<file path="src/rtl/raizing_rom_pkg.sv">
// Raizing ROM arbiter shared definitions:
// client ids, arbiter states, round-robin pick.
package raizing_rom_pkg;

  localparam int N_CL = 3;

  localparam logic [1:0] CL_PRG = 2'd0;
  localparam logic [1:0] CL_Z80 = 2'd1;
  localparam logic [1:0] CL_PCM = 2'd2;

  typedef enum logic [1:0] {
    ST_IDLE = 2'd0,
    ST_REQ  = 2'd1,
    ST_WAIT = 2'd2
  } arb_state_t;

  // First requester after 'last' in PRG->Z80->PCM order
  function automatic logic [1:0] rr_pick(
    input logic [2:0] req,
    input logic [1:0] last
  );
    logic [1:0] o0, o1, o2;
    case (last)
      CL_PRG: begin
        o0 = CL_Z80; o1 = CL_PCM; o2 = CL_PRG;
      end
      CL_Z80: begin
        o0 = CL_PCM; o1 = CL_PRG; o2 = CL_Z80;
      end
      default: begin
        o0 = CL_PRG; o1 = CL_Z80; o2 = CL_PCM;
      end
    endcase
    if (req[o0])      rr_pick = o0;
    else if (req[o1]) rr_pick = o1;
    else              rr_pick = o2;
  endfunction

endpackage

</file>
<file path="src/rtl/raizing_rom_slot.sv">
// One-word read cache for a single ROM client:
// tag compare, valid, data and OK generation.
module raizing_rom_slot
  import raizing_rom_pkg::*;
(
  input  logic        clk,
  input  logic        rst,
  input  logic        cs,
  input  logic [21:0] addr,
  input  logic        wr_en,
  input  logic [21:0] wr_tag,
  input  logic [15:0] wr_data,
  output logic        hit,
  output logic        ok,
  output logic [15:0] data
);

  logic        valid;
  logic [21:0] tag;
  logic        ok_q;

  assign hit = cs & valid & (tag == addr);
  // OK falls in the same cycle CS or the address moves away
  assign ok  = ok_q & hit;

  always_ff @(posedge clk or posedge rst) begin
    if (rst) begin
      valid <= 1'b0;
      tag   <= '0;
      data  <= '0;
      ok_q  <= 1'b0;
    end else begin
      ok_q <= hit;
      if (wr_en) begin
        valid <= 1'b1;
        tag   <= wr_tag;
        data  <= wr_data;
      end
    end
  end

endmodule

</file>
<file path="src/rtl/raizing_rom_arb.sv">
// SDRAM bank arbiter for 68K program, Z80 and
// OKI PCM ROMs with a one-word cache per client.
module raizing_rom_arb
  import raizing_rom_pkg::*;
#(
  parameter logic [21:0] PRG_OFFSET = 22'h000000,
  parameter logic [21:0] Z80_OFFSET = 22'h080000,
  parameter logic [21:0] PCM_OFFSET = 22'h0A0000
) (
  input  logic        CLK,
  input  logic        RESET,
  input  logic        PRG_CS,
  input  logic [18:0] PRG_ADDR,
  output logic [15:0] PRG_DOUT,
  output logic        PRG_OK,
  input  logic        Z80_CS,
  input  logic [16:0] Z80_ADDR,
  output logic [7:0]  Z80_DOUT,
  output logic        Z80_OK,
  input  logic        PCM_CS,
  input  logic [19:0] PCM_ADDR,
  output logic [7:0]  PCM_DOUT,
  output logic        PCM_OK,
  output logic [21:0] BA_ADDR,
  output logic        BA_RD,
  input  logic        BA_ACK,
  input  logic        BA_RDY,
  input  logic [15:0] DATA_READ
);

  logic [2:0][21:0] map;
  logic [2:0][15:0] data;
  logic [2:0]       cs, hit, ok, wr;
  logic [2:0]       miss;

  arb_state_t  state, state_d;
  logic [1:0]  gnt, gnt_d;
  logic [1:0]  last, last_d;
  logic [1:0]  pick;
  logic [21:0] addr_d;
  logic        rd_d;
  logic        fill;

  assign map[CL_PRG] = {3'b0, PRG_ADDR} + PRG_OFFSET;
  assign map[CL_Z80] = {6'b0, Z80_ADDR[16:1]} + Z80_OFFSET;
  assign map[CL_PCM] = {3'b0, PCM_ADDR[19:1]} + PCM_OFFSET;

  assign cs   = {PCM_CS, Z80_CS, PRG_CS};
  assign miss = cs & ~hit;
  assign pick = rr_pick(miss, last);
  assign wr   = fill ? (3'b001 << gnt) : 3'b000;

  for (genvar i = 0; i < N_CL; i++) begin : g_slot
    raizing_rom_slot u_slot (
      .clk    (CLK),
      .rst    (RESET),
      .cs     (cs[i]),
      .addr   (map[i]),
      .wr_en  (wr[i]),
      .wr_tag (BA_ADDR),
      .wr_data(DATA_READ),
      .hit    (hit[i]),
      .ok     (ok[i]),
      .data   (data[i])
    );
  end

  assign PRG_OK   = ok[CL_PRG];
  assign Z80_OK   = ok[CL_Z80];
  assign PCM_OK   = ok[CL_PCM];
  assign PRG_DOUT = data[CL_PRG];
  assign Z80_DOUT = Z80_ADDR[0] ? data[CL_Z80][15:8]
                                : data[CL_Z80][7:0];
  assign PCM_DOUT = PCM_ADDR[0] ? data[CL_PCM][15:8]
                                : data[CL_PCM][7:0];

  always_comb begin
    state_d = state;
    gnt_d   = gnt;
    last_d  = last;
    addr_d  = BA_ADDR;
    rd_d    = BA_RD;
    fill    = 1'b0;
    unique case (state)
      ST_IDLE: begin
        if (|miss) begin
          gnt_d   = pick;
          last_d  = pick;
          addr_d  = map[pick];
          rd_d    = 1'b1;
          state_d = ST_REQ;
        end
      end
      ST_REQ: begin
        if (BA_ACK) begin
          rd_d    = 1'b0;
          state_d = ST_WAIT;
        end
      end
      ST_WAIT: begin
        if (BA_RDY) begin
          fill    = 1'b1;
          state_d = ST_IDLE;
        end
      end
      default: state_d = ST_IDLE;
    endcase
  end

  always_ff @(posedge CLK or posedge RESET) begin
    if (RESET) begin
      state   <= ST_IDLE;
      gnt     <= CL_PRG;
      last    <= CL_PCM;
      BA_ADDR <= '0;
      BA_RD   <= 1'b0;
    end else begin
      state   <= state_d;
      gnt     <= gnt_d;
      last    <= last_d;
      BA_ADDR <= addr_d;
      BA_RD   <= rd_d;
    end
  end

endmodule

</file>
<file path="config.mk">
export PLATFORM = sky130hd
export DESIGN_NAME = raizing_rom_arb
export DESIGN_NICKNAME = d
export VERILOG_FILES = /design/src/rtl/raizing_rom_pkg.sv /design/src/rtl/raizing_rom_slot.sv /design/src/rtl/raizing_rom_arb.sv
export SDC_FILE = /design/constraint.sdc
export NUM_CORES = 1
export LEC_CHECK = 0
export ABC_AREA = 0
export BUFFER_PORTS_ARGS = -buffer_cell sky130_fd_sc_hd__buf_2
export CAP_MARGIN = 20
export CORE_MARGIN = 4
export CORE_UTILIZATION = 30
export DETAILED_ROUTE_END_ITERATION = 6
export PLACE_DENSITY_LB_ADDON = 0.1
export SYNTH_ARGS = -nofsm -noshare
export SYNTH_HDL_FRONTEND = slang
export SYNTH_SLANG_ARGS = --single-unit
</file>
<file path="constraint.sdc">
create_clock -name CLK -period 5.15 [get_ports CLK]
set_input_delay 0.515 -clock CLK [delete_from_list [all_inputs] [get_ports CLK]]
set_output_delay 0.515 -clock CLK [all_outputs]
set_load 0.02 [all_outputs]
</file>
==> impl_metrics.ini <==
[drt]
dr.pass1.iters = 4
wl_per_cell_um = 19.7
drt-total-wl_mm = 18.4
ant_nets = 0
drt-initial-drc-count = 142
post-route-drc-count = 0
vias = 4460
post_drt_via_cell_ratio = 4.76

[sta]
slew_violations = 0
setup_viol = 0
fmax_mhz = 324
rsz0062_at_grt = no
skew_ns = 0.0111
finalSetupTns_ns = 0
hold_viol = 0
maxSlewHeadroom = 0.387
finalCritPeriodShare = 0.600
tightest_slew_ns = 0.918
layout_min_cycle_time_ns = 3.09

[pwr]
vdd_drop_max_uv = 243
p_leak_nw = 3.99
p_total_mw = 5.05
powerDensity_nw_per_um2 = 609

[clock_tree]
clk_latency_ns = 0.42
numCtsBuffers = 17
post_cts_buffers = 0
clk_pin_slew_ns = 0.06
cts.path.max_buffers = 2
hold_buffers = 0
cts_tree = done
cts_sinks = 144
cts-root-buf = clkbuf_16
cts.repair.resized = 0
cts_htree_levels = 4

[cells_and_area]
multiInputGateArea_um2 = 2920
nNetsFinal = 723
drive_above_1_share = 0.483
areaGrowthSynthToFinish_pct = 22.2
layout_commonest_cell = dfrtp_1
final_util = 0.376
final_cell_mix = dfrtp_1 (143), buf_2 (135), mux2_2 (129), xor2_1 (32), nand2_1 (29)
diodes = 0
regArea_um2 = 3600
num-fill-cells = 2188

[synth]
yosys_warnings = 0
netlist.area_leader.share = 0.528
synth_area_per_cell_um2 = 13.0
syn-num-nets = 603
synth.distinct_cells = 46
yosys.area.top_type = dfrtp_1
async_reset_ff_frac = 1.00
synthFlopType = dfrtp_1
synthCells = 523
synth_edf_count = 0
ys_seq_area_frac = 0.532
ys_ff_latch = 144
synth.area.top_cells = dfrtp_1 (53%), mux2_2 (21%), xor2_1 (4.1%), xnor2_1 (2.8%), mux2i_1 (2.7%)
synth.cell_area_um2 = 6780

[placed_design]
dp_hpwl_mm = 13.0
portBuffers = 135
finalWeightedCongestion = 0.783

[die]
fp.dieH_um = 158
start_util = 0.308
num_rows = 54
num_io_pins = 137
die_x_um = 158
die-area_um2 = 25100
fp.coreArea_um2 = 22000

[job]
maxCapViolations = 0

[global_routing]
grt_pass1_wl_mm = 28.5
grt_pass1_vias = 4853
grt_usage = 0.151
overflow = 0
antenna_found_initial = 0
grt_max_degree = 91

[worst_setup_path]
cp.arrival_ns = 3.38
worst_setup_path_end_kind = flip-flop
worstPathRequired_ns = 5.44
crit_path_start_kind = flip-flop
critPathKind = reg -> reg
reg2regPathDepth = 8
critPathMaxFanout = 21

[min_path]
hp-class = in -> async

[status]
outcome = complete, no violations
==> cell usage after synthesis, types with 2 or more instances <==
library cell  instances
o211ai_1             14
a211oi_1              2
nor4_1                9
xnor2_1              22
nand2_1              31
nand2b_1              2
o21ai_0               5
buf_4                21
o31ai_1               4
nand3b_1              4
and3_1                2
nor2_1                5
nand3_1              17
mux2i_1              18
buf_1                 5
and2_1                3
nor4_2                2
mux2_2              129
nand4_1               5
buf_2                 7
xor2_1               32
dfrtp_1             143
o21ai_1               3
inv_1                 6
clkbuf_1              7
a21oi_1               5
==> per-layer routing <==
layer | routed length, um | share of wire | global-route usage
met4 | 172 | 0.0093 | 0.0402
met5 | 0 | 0 | 0
met2 | 8670 | 0.47 | 0.240
met1 | 8670 | 0.47 | 0.208
met3 | 911 | 0.049 | 0.0372
==> per-stage QoR <==
stage,instances,hold slack [ns],setup slack [ns],area [um^2]
floorplan,523,0.434,0.770,6780
global placement,902,0.455,1.75,7610
detailed placement,903,0.456,1.75,7630
CTS,935,0.281,1.98,8270
global route,936,0.286,1.88,8290
finish,936,0.282,2.06,8290
==> registers in the layout, indices dropped and copies added (netlist names) <==
name / flops
BA_ADDR: 21
BA_RD: 1
g_slot.u_slot.data: 48
g_slot.u_slot.ok_q: 3
g_slot.u_slot.tag: 63
g_slot.u_slot.valid: 3
gnt: 2
last: 1
state: 2
==> worst paths after layout <==
check / slack (ns) / endpoint / from
max in group asynchronous: 3.60 / g_slot[2].u_slot.tag[8]$_DFFE_PP0P_ / RESET
min reg2reg: 0.47 / g_slot[0].u_slot.valid$_DFFE_PP0P_ / g_slot[0].u_slot.valid$_DFFE_PP0P_
min: 0.28 / g_slot[0].u_slot.data[14]$_DFFE_PP0P_ / RESET
max: 2.06 / BA_ADDR[11]$_DFFE_PP0P_ / g_slot[0].u_slot.tag[15]$_DFFE_PP0P_
max reg2reg: 2.06 / BA_ADDR[11]$_DFFE_PP0P_ / g_slot[0].u_slot.tag[15]$_DFFE_PP0P_
min in group CLK: 0.30 / state[1]$_DFFE_PP0P_ / BA_RDY
==> area by class of cell <==
| cell class | count | area share |
|---|---|---|
| multi-input cells | 332 | 0.352 |
| clock inverters | 10 | 0.0190 |
| repair buffers | 142 | 0.0909 |
| clock buffers | 22 | 0.0572 |
| inverters | 6 | 0.00332 |
| well taps | 280 | 0.0423 |
| flip-flops and latches | 144 | 0.435 |
==> cell families after synthesis <==
kind of cell / share of synthesized area
AOI/OAI and AO/OA: 0.0415
xor gates and xnor gates: 0.0698
adders and majority gates: 0.00185
buffers and inverters: 0.0401
DFF: 0.532
muxes: 0.243
other: 0.000553
and+or+nand+nor: 0.0714
==> critical path, stage by stage, from the launching register on <==
cell     delay [ns]
dfrtp_1        0.38
xor2_1         0.19
nor4_1         0.45
nand3_1        0.27
o21ai_1        0.38
a32o_2         0.68
mux2_2         0.41
mux2i_1        0.12
o21ai_0        0.08
==> power breakdown <==
| group | total, mW | switching, mW | internal [mW] |
|---|---|---|---|
| Clock | 1.32 | 0.476 | 0.848 |
| Combinational | 1.72 | 0.921 | 0.796 |
| Sequential | 2.01 | 0.371 | 1.64 |
| Total | 5.05 | 1.77 | 3.28 |
Power figures use the tool's default switching activity.
